**config.mk**
```make
export PLATFORM = sky130hd
export DESIGN_NAME = memb_readback
export DESIGN_NICKNAME = d
export VERILOG_FILES = /design/src/rtl/memb_readback.sv
export SDC_FILE = /design/constraint.sdc
export NUM_CORES = 1
export LEC_CHECK = 0
export ABC_AREA = 1
export BUFFER_PORTS_ARGS = -buffer_cell sky130_fd_sc_hd__buf_2
export CAP_MARGIN = 20
export CELL_PAD_IN_SITES_DETAIL_PLACEMENT = 1
export CELL_PAD_IN_SITES_GLOBAL_PLACEMENT = 1
export CORE_UTILIZATION = 31
export CTS_CLUSTER_DIAMETER = 40
export CTS_CLUSTER_SIZE = 25
export DETAILED_ROUTE_END_ITERATION = 10
export PLACE_DENSITY = 0.86
export SYNTH_ARGS = -nofsm -noshare
export SYNTH_HDL_FRONTEND = slang
export SYNTH_SLANG_ARGS = --single-unit
export TNS_END_PERCENT = 20
```
**constraint.sdc**
```tcl
create_clock -name clock -period 1.6 [get_ports clock]
set_input_delay 0.16 -clock clock [delete_from_list [all_inputs] [get_ports clock]]
set_output_delay 0.16 -clock clock [all_outputs]
set_load 0.05 [all_outputs]
```
**src/rtl/memb_readback.sv**
```systemverilog
// Read-side drain controller for memory B: walks addresses 0..DEPTH-1, reads each
// word through the memory's one-cycle read port and hands it out on a valid/ready stream.
module memb_readback #(
  parameter int DATA_W = 8,
  parameter int ADDR_W = 2,
  parameter int DEPTH  = 4
) (
  input  logic              clock,
  input  logic              reset,
  input  logic              start,
  output logic [ADDR_W-1:0] addrB,
  output logic              reB,
  input  logic [DATA_W-1:0] doutB,
  output logic [DATA_W-1:0] dout,
  output logic              dout_valid,
  input  logic              dout_ready,
  output logic              busy,
  output logic              done
);

  typedef enum logic [2:0] {
    IDLE,
    READ,
    WAIT,
    SEND,
    DONE
  } stateT;

  localparam logic [ADDR_W-1:0] LAST_ADDR = ADDR_W'(DEPTH - 1);

  stateT             state;
  stateT             nextState;
  logic [ADDR_W-1:0] wordCount;
  logic              accepted;

  assign accepted = (state == SEND) && dout_ready;

  always_ff @(posedge clock) begin
    if (reset) begin
      state <= IDLE;
    end else begin
      state <= nextState;
    end
  end

  always_comb begin
    nextState = state;
    case (state)
      IDLE: if (start) nextState = READ;
      READ: nextState = WAIT;
      WAIT: nextState = SEND;
      SEND: begin
        if (dout_ready) begin
          nextState = (wordCount == LAST_ADDR) ? DONE : READ;
        end
      end
      DONE:    nextState = IDLE;
      default: nextState = IDLE;
    endcase
  end

  // The counter is the read address; it only advances on an accepted non-final word,
  // so it never wraps within a transfer.
  always_ff @(posedge clock) begin
    if (reset) begin
      wordCount <= '0;
    end else if ((state == IDLE) && start) begin
      wordCount <= '0;
    end else if (accepted && (wordCount != LAST_ADDR)) begin
      wordCount <= wordCount + 1'b1;
    end
  end

  // Memory data is captured once, at the end of WAIT, and held through SEND.
  always_ff @(posedge clock) begin
    if (reset) begin
      dout <= '0;
    end else if (state == WAIT) begin
      dout <= doutB;
    end
  end

  always_comb begin
    reB        = 1'b0;
    dout_valid = 1'b0;
    busy       = 1'b1;
    done       = 1'b0;
    case (state)
      IDLE:    busy       = 1'b0;
      READ:    reB        = 1'b1;
      SEND:    dout_valid = 1'b1;
      DONE:    done       = 1'b1;
      default: ;
    endcase
  end

  assign addrB = wordCount;

endmodule

```
; ---- Yosys cells after proc, flatten, opt, wreduce, memory -nomap -nowiden
; Index checks and enable logic that the tools add are counted.
[word_totals]
reg_bits = 13
latchBits = 0
ram_bits = 0
romBits = 0
out_inout_bits = 14
elab_cells = 26
n_memories = 0
[classes]
n_addsub = 1
multipliers = 0
div_mod_pow = 0
order_cmp = 0
eq_ne = 8
shifts = 0
mux = 8
n_bitwise = 0
n_reduce_logical = 6
[ops]
columns = cell, n
row1 = one-hot mux 3 bit (4 select lines), 1
row2 = 2-to-1 mux 3 bit, 3
row3 = equality test 3 x 2 -> 1 bit (second input constant), 2
row4 = != test 2 bit (second input constant), 3
row5 = 2-to-1 mux 1 bit, 4
row6 = equality test 3 x 1 -> 1 bit (second input constant), 1
row7 = equality test 3 bit (second input constant), 1
row8 = logical AND 1 bit, 3
row9 = logical NOT 3 bit, 1
row10 = adder 2 x 1 -> 2 bit (second input constant), 1
row11 = equality test 2 bit (second input constant), 1
row12 = AND reduction 2 bit, 1
row13 = OR reduction 2 bit, 1

; ---- Depth between registers and ports, before layout
; Gate-level depths: netlist (run 1).
[logic_depth]
word_depth = 4
mapped_depth = 5

; ---- Worst setup path after synthesis (run 1)
; No wires, ideal clock.
[synth_path]
kind = register -> output
from = register state[2]
to = output port done
t_arrival_ns = 1.517
setup_slack_ns = -0.077
stages_incl_launch_ff = 3
path_cell_list = dfxtp_1 > inv_1 > nor3_1
[synth_between]
elab_chain_len = 2
[synth_lines]
columns = item, line
row1 = "start, declared", 31  ; stateT state;
row2 = "start signal, assigned", 42  ; state <= nextState;
row3 = equality test 3 bit, 88  ; case (state)
row4 = 2-to-1 mux 1 bit, 88
row5 = "end, declared", 18  ; output logic done
; Every way passes these cells.

; ---- Worst setup path after layout (run 1)
[layout_path]
from = register state[1]
to = output port busy
[layout_between]
elab_chain_len = 2
[layout_lines]
columns = item, line
row1 = logical NOT 3 bit, 88
row2 = 2-to-1 mux 1 bit, 88
row3 = "end, declared", 17  ; output logic busy,
; Every way passes these cells.

==> results of run 1 <==
[path summary, 6_finish.rpt]
check            from       end  slack [ps]  cells after the start
max          state[1]      busy         150                      3
min             reset  state[1]          60                      2
max reg2reg  state[2]   dout[2]         500                      5
min reg2reg   dout[0]   dout[0]         480                      2
[per-layer routing]
metal | up-vias | track usage (%) | wire (um)
li1 | 295 | - | -
met1 | 245 | 17.4 | 574
met2 | 21 | 29.9 | 656
met3 | 2 | 3.75 | 67
met4 | 0 | 3.64 | 13
met5 | - | 0 | 0
[registers in the layout, indices dropped and copies added, names as in the netlist]
| signal | cells |
|---|---|
| addrB | 2 |
| dout | 8 |
| state | 3 |
[power by group through the flow]
stage / logic, W / registers (W) / clock network [W]
after floorplan: 0.000121 / 0.000470 / 0
after global placement: 0.000268 / 0.000385 / 0
after detailed placement: 0.000274 / 0.000387 / 0
after CTS: 0.000275 / 0.000380 / 0.000213
after global routing: 0.000294 / 0.000385 / 0.000228
final: 0.000272 / 0.000379 / 0.000201
[synthesized netlist by cell type]
cell type	number	share of area (%)
dfxtp_1	13	48
nor3_1	2	1.8
nor2_1	19	13
nand2_1	8	5.5
o21ai_0	9	8.3
nand2_2	2	2.3
a21oi_1	2	1.8
nand3_1	2	1.8
inv_1	8	5.5
inv_2	1	0.69
nor2_4	1	2.1
ha_1	1	2.3
a21oi_2	2	3.2
a31oi_1	1	1.2
nand4_1	2	2.3
[logic make-up (layout without fill, tap and decap cells)]
| family | after synthesis | count (layout) | share of synthesized area (%) |
|---|---|---|---|
| buffers and inverters | 9 | 38 | 6.22 |
| flip-flops | 13 | 13 | 47.9 |
| AND/OR/NAND/NOR | 36 | 36 | 29.0 |
| AO/OA/AOI/OAI | 14 | 14 | 14.5 |
| adder cells (fa/ha/maj) | 1 | 1 | 2.30 |
[final cells by class]
type	instances	area (um^2)	area share (%)
clock buffer	4	26.3	3.65
inverter	9	33.8	4.70
timing repair buffer	25	125	17.4
multi-input combinational	51	254	35.3
tap	16	20.0	2.78
sequential	13	260	36.2
[critical path: cells and delay by family, from the launching register on]
family / cells / cell delay [ps]
DFF: 1 / 390
and+or+nand+nor: 1 / 350
buffers and inverters: 2 / 270
[stage by stage]
stage	setup slack (ps)	std cells	util, %	area [um^2]
after floorplan	274	73	-	548
after global placement	470	114	44.0	693
after detailed placement	426	114	44.0	693
after CTS	115	118	45.6	719
after global routing	24.7	118	45.6	719
final	148	118	45.6	719
==> summary.txt, run 1 <==
Detailed routing
  • Final WL: about 1300 um
  • Residual DRC count: 0
  • Number of DRC markers in iteration 0: 7
  • Router iterations before antenna repair: 6
  • Number of routed nets with antenna violations: 0
  • Total number of vias: ~560
  • Wire per inst: 11.1 um
  • Drt via density: 4.77

Clocking
  • CTS Buffer Depth: 2
  • CTS H-tree lvls: 1
  • # clock sinks: 13
  • Post-CTS Setup Inserts: 0
  • TritonCTS Buffers: 3
  • Worst-path clk slew: 80 ps
  • Post-CTS sizing: 0
  • Worst-Skew Late Latency: 270 ps
  • # hold bufs at CTS: 0
  • CTS root buf: clkbuf_4
  • CTS tree: built

Power and ir drop
  • PD cells: ~1200 nW/um^2
  • Switching share of power: 39.0%
  • Peak VDD IR: 0.447 mV
  • Switching pwr: 0.000332 W
  • Clk pwr share: about a quarter
  • Leakage power: 0.359 nW
  • Gate power share: 31.9%
  • Internal power: 0.000520 W
  • Total power: approximately 0.00085 W
  • Seq pwr share: between 40 and 50%

Layout
  • Ant diodes: 0
  • Fillcell total: 214
  • Area grow syn2layout: 32.5%
  • Most frequent cells in the layout: buf_2, nor2_1, dfxtp_1
  • Final nets: 116
  • Commonest non-fill, non-tap cell in the layout: buf_2
  • Share of cells above drive strength 1: 34.3%

Global routing
  • Initial antenna violation count: 0
  • Grt ovf: 0
  • First-pass GRT wire length: 2260 um
  • Total GRT Usage: 15.7%
  • Largest net degree at the start of global routing: 11
  • Vias in the first global route: 568

Timing
  • Worst Tran Pin Value: 336 ps
  • Hold_ws: 64.5 ps
  • Worst Skew: about 3.7 ps
  • Slew headroom: 77.4%
  • Slew Limit Fails: 0
  • Max Freq: 0.689 GHz
  • RSZ-0062 raised after global routing: false
  • Sum of negative setup slack: 0 ps
  • Final setup fails: 0
  • Final hold violation count: 0
  • Final Cycle Share: about nine tenths
  • Min Tclk post-route: roughly 1500 ps

Worst setup path
  • Crit Path Category: reg -> out
  • Crit-path cells: nor3_1, inv_1, buf_2
  • Maximum fanout along the worst path: 7
  • Data required time of the worst path: ~1400 ps
  • Worst Path Arrival: 1290 ps
  • Setup crit start kind: register
  • CP max-delay cell: dfxtp_1
  • Critical path's largest stage delay: between 300 and 400 ps
  • CP Capture Type: output port

Run
  • MaxCap Viol Count: 0

Floorplanning
  • Core area: 1580 um^2
  • Die area: just under 2000 um^2
  • Die Y-Extent: roughly 44 um
  • Initial Util: around a third
  • DIE WIDTH: ~44 um
  • Row cnt: 14
  • Num ports: 26

Synthesis
  • Post-Syn Nets: 86
  • Mapped Area: 543 um^2
  • YS warnings: 0
  • Sequential area share after synthesis: 47.9%
  • Synth Instances: 73
  • Synth Register Bits: 13
  • Syn Area/Cell: 7.44 um^2
  • Yosys cell types: 15

Placement
  • GPL Wtd Cong: 0.714
  • Port Buf Inserts: 25
  • Final HPWL DP: approximately 1100 um

Outcome
  • Status: completed

Worst hold path
  • Worst hold path type: in -> reg
(Power assumes the default switching activity.)
==> inputs of run 2 (changes only) <==
--- a/config.mk
+++ b/config.mk
@@ -10,11 +10,12 @@
 export CAP_MARGIN = 20
 export CELL_PAD_IN_SITES_DETAIL_PLACEMENT = 1
 export CELL_PAD_IN_SITES_GLOBAL_PLACEMENT = 1
-export CORE_UTILIZATION = 31
+export CORE_ASPECT_RATIO = 0.7
+export CORE_UTILIZATION = 29
 export CTS_CLUSTER_DIAMETER = 40
 export CTS_CLUSTER_SIZE = 25
 export DETAILED_ROUTE_END_ITERATION = 10
-export PLACE_DENSITY = 0.86
+export PLACE_DENSITY = 0.82
 export SYNTH_ARGS = -nofsm -noshare
 export SYNTH_HDL_FRONTEND = slang
 export SYNTH_SLANG_ARGS = --single-unit
==> constraint.sdc (replaced) <==
create_clock -name clock -period 1.35 [get_ports clock]
set_input_delay 0.135 -clock clock [delete_from_list [all_inputs] [get_ports clock]]
set_output_delay 0.135 -clock clock [all_outputs]
set_load 0.05 [all_outputs]
==> run 2 against run 1 <==
Compared with the run above:
- final cell count is 4.2% higher
- global-route usage increased by 0.92 points
- clock skew is 2.6 ps lower
- critical path depth unchanged
- non-clock buffer count is the same
- hold slack worse by 22 ps
- wire length grew 15%
- first-iteration DRC count is 57% lower
- sequential share of layout area decreased by 1.2 points
- highest routed layer is now met3
==> summary.txt, run 2 (synthesis results as in run 1) <==
Outcome
  • Status: completed

Layout
  • Post-Layout Inst Area: 756 um^2 (+5.0%)
  • Fin util: 45.3% (-0.29 points)
  • Multi-input logic area: 268 um^2 (+5.4%)
  • Largest reg by FF count: dout
  • Area occupied by registers: 264 um^2 (+1.4%)
  • Area grow syn2layout: 39.2%
  • Fillcell total: 234 (+9.3%)
  • Most frequent cells in the layout: buf_2, nor2_1, dfxtp_1
  • Ant diodes: 0 (unchanged)
  • Final nets: 116 (unchanged)
  • Non-filler cells, final: 123 (+4.2%)
  • Commonest non-fill, non-tap cell in the layout: buf_2
  • Share of cells above drive strength 1: 40.2% (+5.9 points)
  • Max reg flops: 8 (unchanged)

Floorplanning
  • Num ports: 26 (unchanged)
  • Initial Util: 32.6% (-1.9 points)
  • Die Y-Extent: 38.2 um (-13%)
  • Die area: 2050 um^2 (+6.7%)
  • DIE WIDTH: 53.7 um (+22%)
  • Core area: 1670 um^2 (+5.7%)
  • Row cnt: 12 (-2)

Timing
  • Max Freq: 0.774 GHz
  • Min Tclk post-route: 1290 ps
  • Sum of negative setup slack: 0 ps (unchanged)
  • Worst Skew: 1.16 ps (-2.55 ps)
  • RSZ-0062 raised after global routing: false
  • Final Cycle Share: 95.8%
  • Final setup fails: 0 (unchanged)
  • Worst Tran Pin Value: 277 ps (-59.5 ps)
  • Final hold violation count: 0 (unchanged)
  • Slew Limit Fails: 0 (unchanged)
  • Slew headroom: 81.5% (+4.1 points)

Clocking
  • CTS root buf: clkbuf_4
  • Post-CTS Setup Inserts: 0 (unchanged)
  • Worst-path clk slew: 80 ps (about the same)
  • TritonCTS Buffers: 3 (unchanged)
  • CTS Buffer Depth: 2 (unchanged)
  • # clock sinks: 13 (unchanged)
  • Worst-Skew Late Latency: 270 ps (about the same)
  • CTS tree: built
  • # hold bufs at CTS: 0 (unchanged)
  • CTS H-tree lvls: 1 (unchanged)

Placement
  • GPL Wtd Cong: 0.665 (-6.8%)
  • Port Buf Inserts: 25 (unchanged)
  • Final HPWL DP: 1190 um (+13%)
  • Dpl cells: 119 (+4.4%)
  • DP Area: 699 um^2 (+0.90%)

Detailed routing
  • Residual DRC count: 0 (unchanged)
  • Number of DRC markers in iteration 0: 3 (-4)
  • Router iterations before antenna repair: 2 (-4)
  • Wire per inst: 12.3 um (+10%)
  • Final WL: 1510 um (+15%)
  • Number of routed nets with antenna violations: 0 (unchanged)
  • Total number of vias: 570 (+1.2%)
  • Drt via density: 4.63 (-2.9%)

Worst setup path
  • Data required time of the worst path: 1220 ps (-220 ps)
  • CP Capture Type: output port
  • Worst Path Arrival: 1160 ps (-130 ps)
  • Crit Path Category: reg -> out
  • Setup crit start kind: register
  • Maximum fanout along the worst path: 7 (unchanged)

Run
  • MaxCap Viol Count: 0 (unchanged)

Global routing
  • Initial antenna violation count: 0 (unchanged)
  • Grt ovf: 0 (unchanged)
  • Largest net degree at the start of global routing: 11 (unchanged)
  • Total GRT Usage: 16.6% (+0.92 points)
  • Vias in the first global route: 498 (-12%)
  • First-pass GRT wire length: 2280 um (+0.88%)

Worst hold path
  • Worst hold path type: in -> reg

Power and ir drop
  • Total power: 0.00104 W (+22%)
  • Leakage power: 0.367 nW (+2.2%)
  • PD cells: 1380 nW/um^2 (+16%)
  • Peak VDD IR: 0.533 mV (+19%)
[run 2: path summary, 6_finish.rpt]
| check | start | endpoint | slack, ps | depth (start not counted) |
|---|---|---|---|---|
| worst max-delay path | state[1] | dout_valid | 60 | 3 |
| worst min-delay path | reset | state[1] | 40 | 2 |
| worst max register to register | state[2] | dout[4] | 190 | 4 |
| worst min register to register | dout[0] | dout[0] | 480 | 2 |
[run 2: power breakdown]
part	internal (W)	total (W)	switching, W
Sequential	0.000423	0.000456	0.0000336
Clock	0.000110	0.000242	0.000132
Combinational	0.0000925	0.000342	0.000250
[run 2: per-stage QoR]
stage	setup WS, ps	hold WS [ps]
finish	57.3	42.8
global route	3.16	34.7
CTS	13.0	34.5
detailed placement	191	341
global placement	222	345
floorplan	24.0	197
[run 2: critical path, cell delays in order (launching register included)]
cell	delay (ps)
dfxtp_2	440
nand2_2	90
nor2_4	140
buf_4	220
[run 2: area by class of cell]
type / instances / share of cell area, %
multi-input combinational: 51 / 35.4
sequential: 13 / 34.9
clock inverter: 1 / 0.662
tap: 21 / 3.48
timing repair buffer: 25 / 18.0
clock buffer: 3 / 2.98
inverter: 9 / 4.47
[run 2: metal layers]
layer	wire, um	part of all wire, %	up-vias	GRT usage [%]
met5	0	0	-	0
met4	0	0	0	1.97
met3	60	4.0	0	6.35
met2	757	50	12	28.4
met1	690	46	265	20.2
li1	-	-	293	-
[run 2: what timing repair did]
item / in CTS / in global routing
gates resized for setup: 5 / 5
pin swaps: 0 / 1
endpoints found under the setup margin: 2 / 4
cloned: 0 / 0
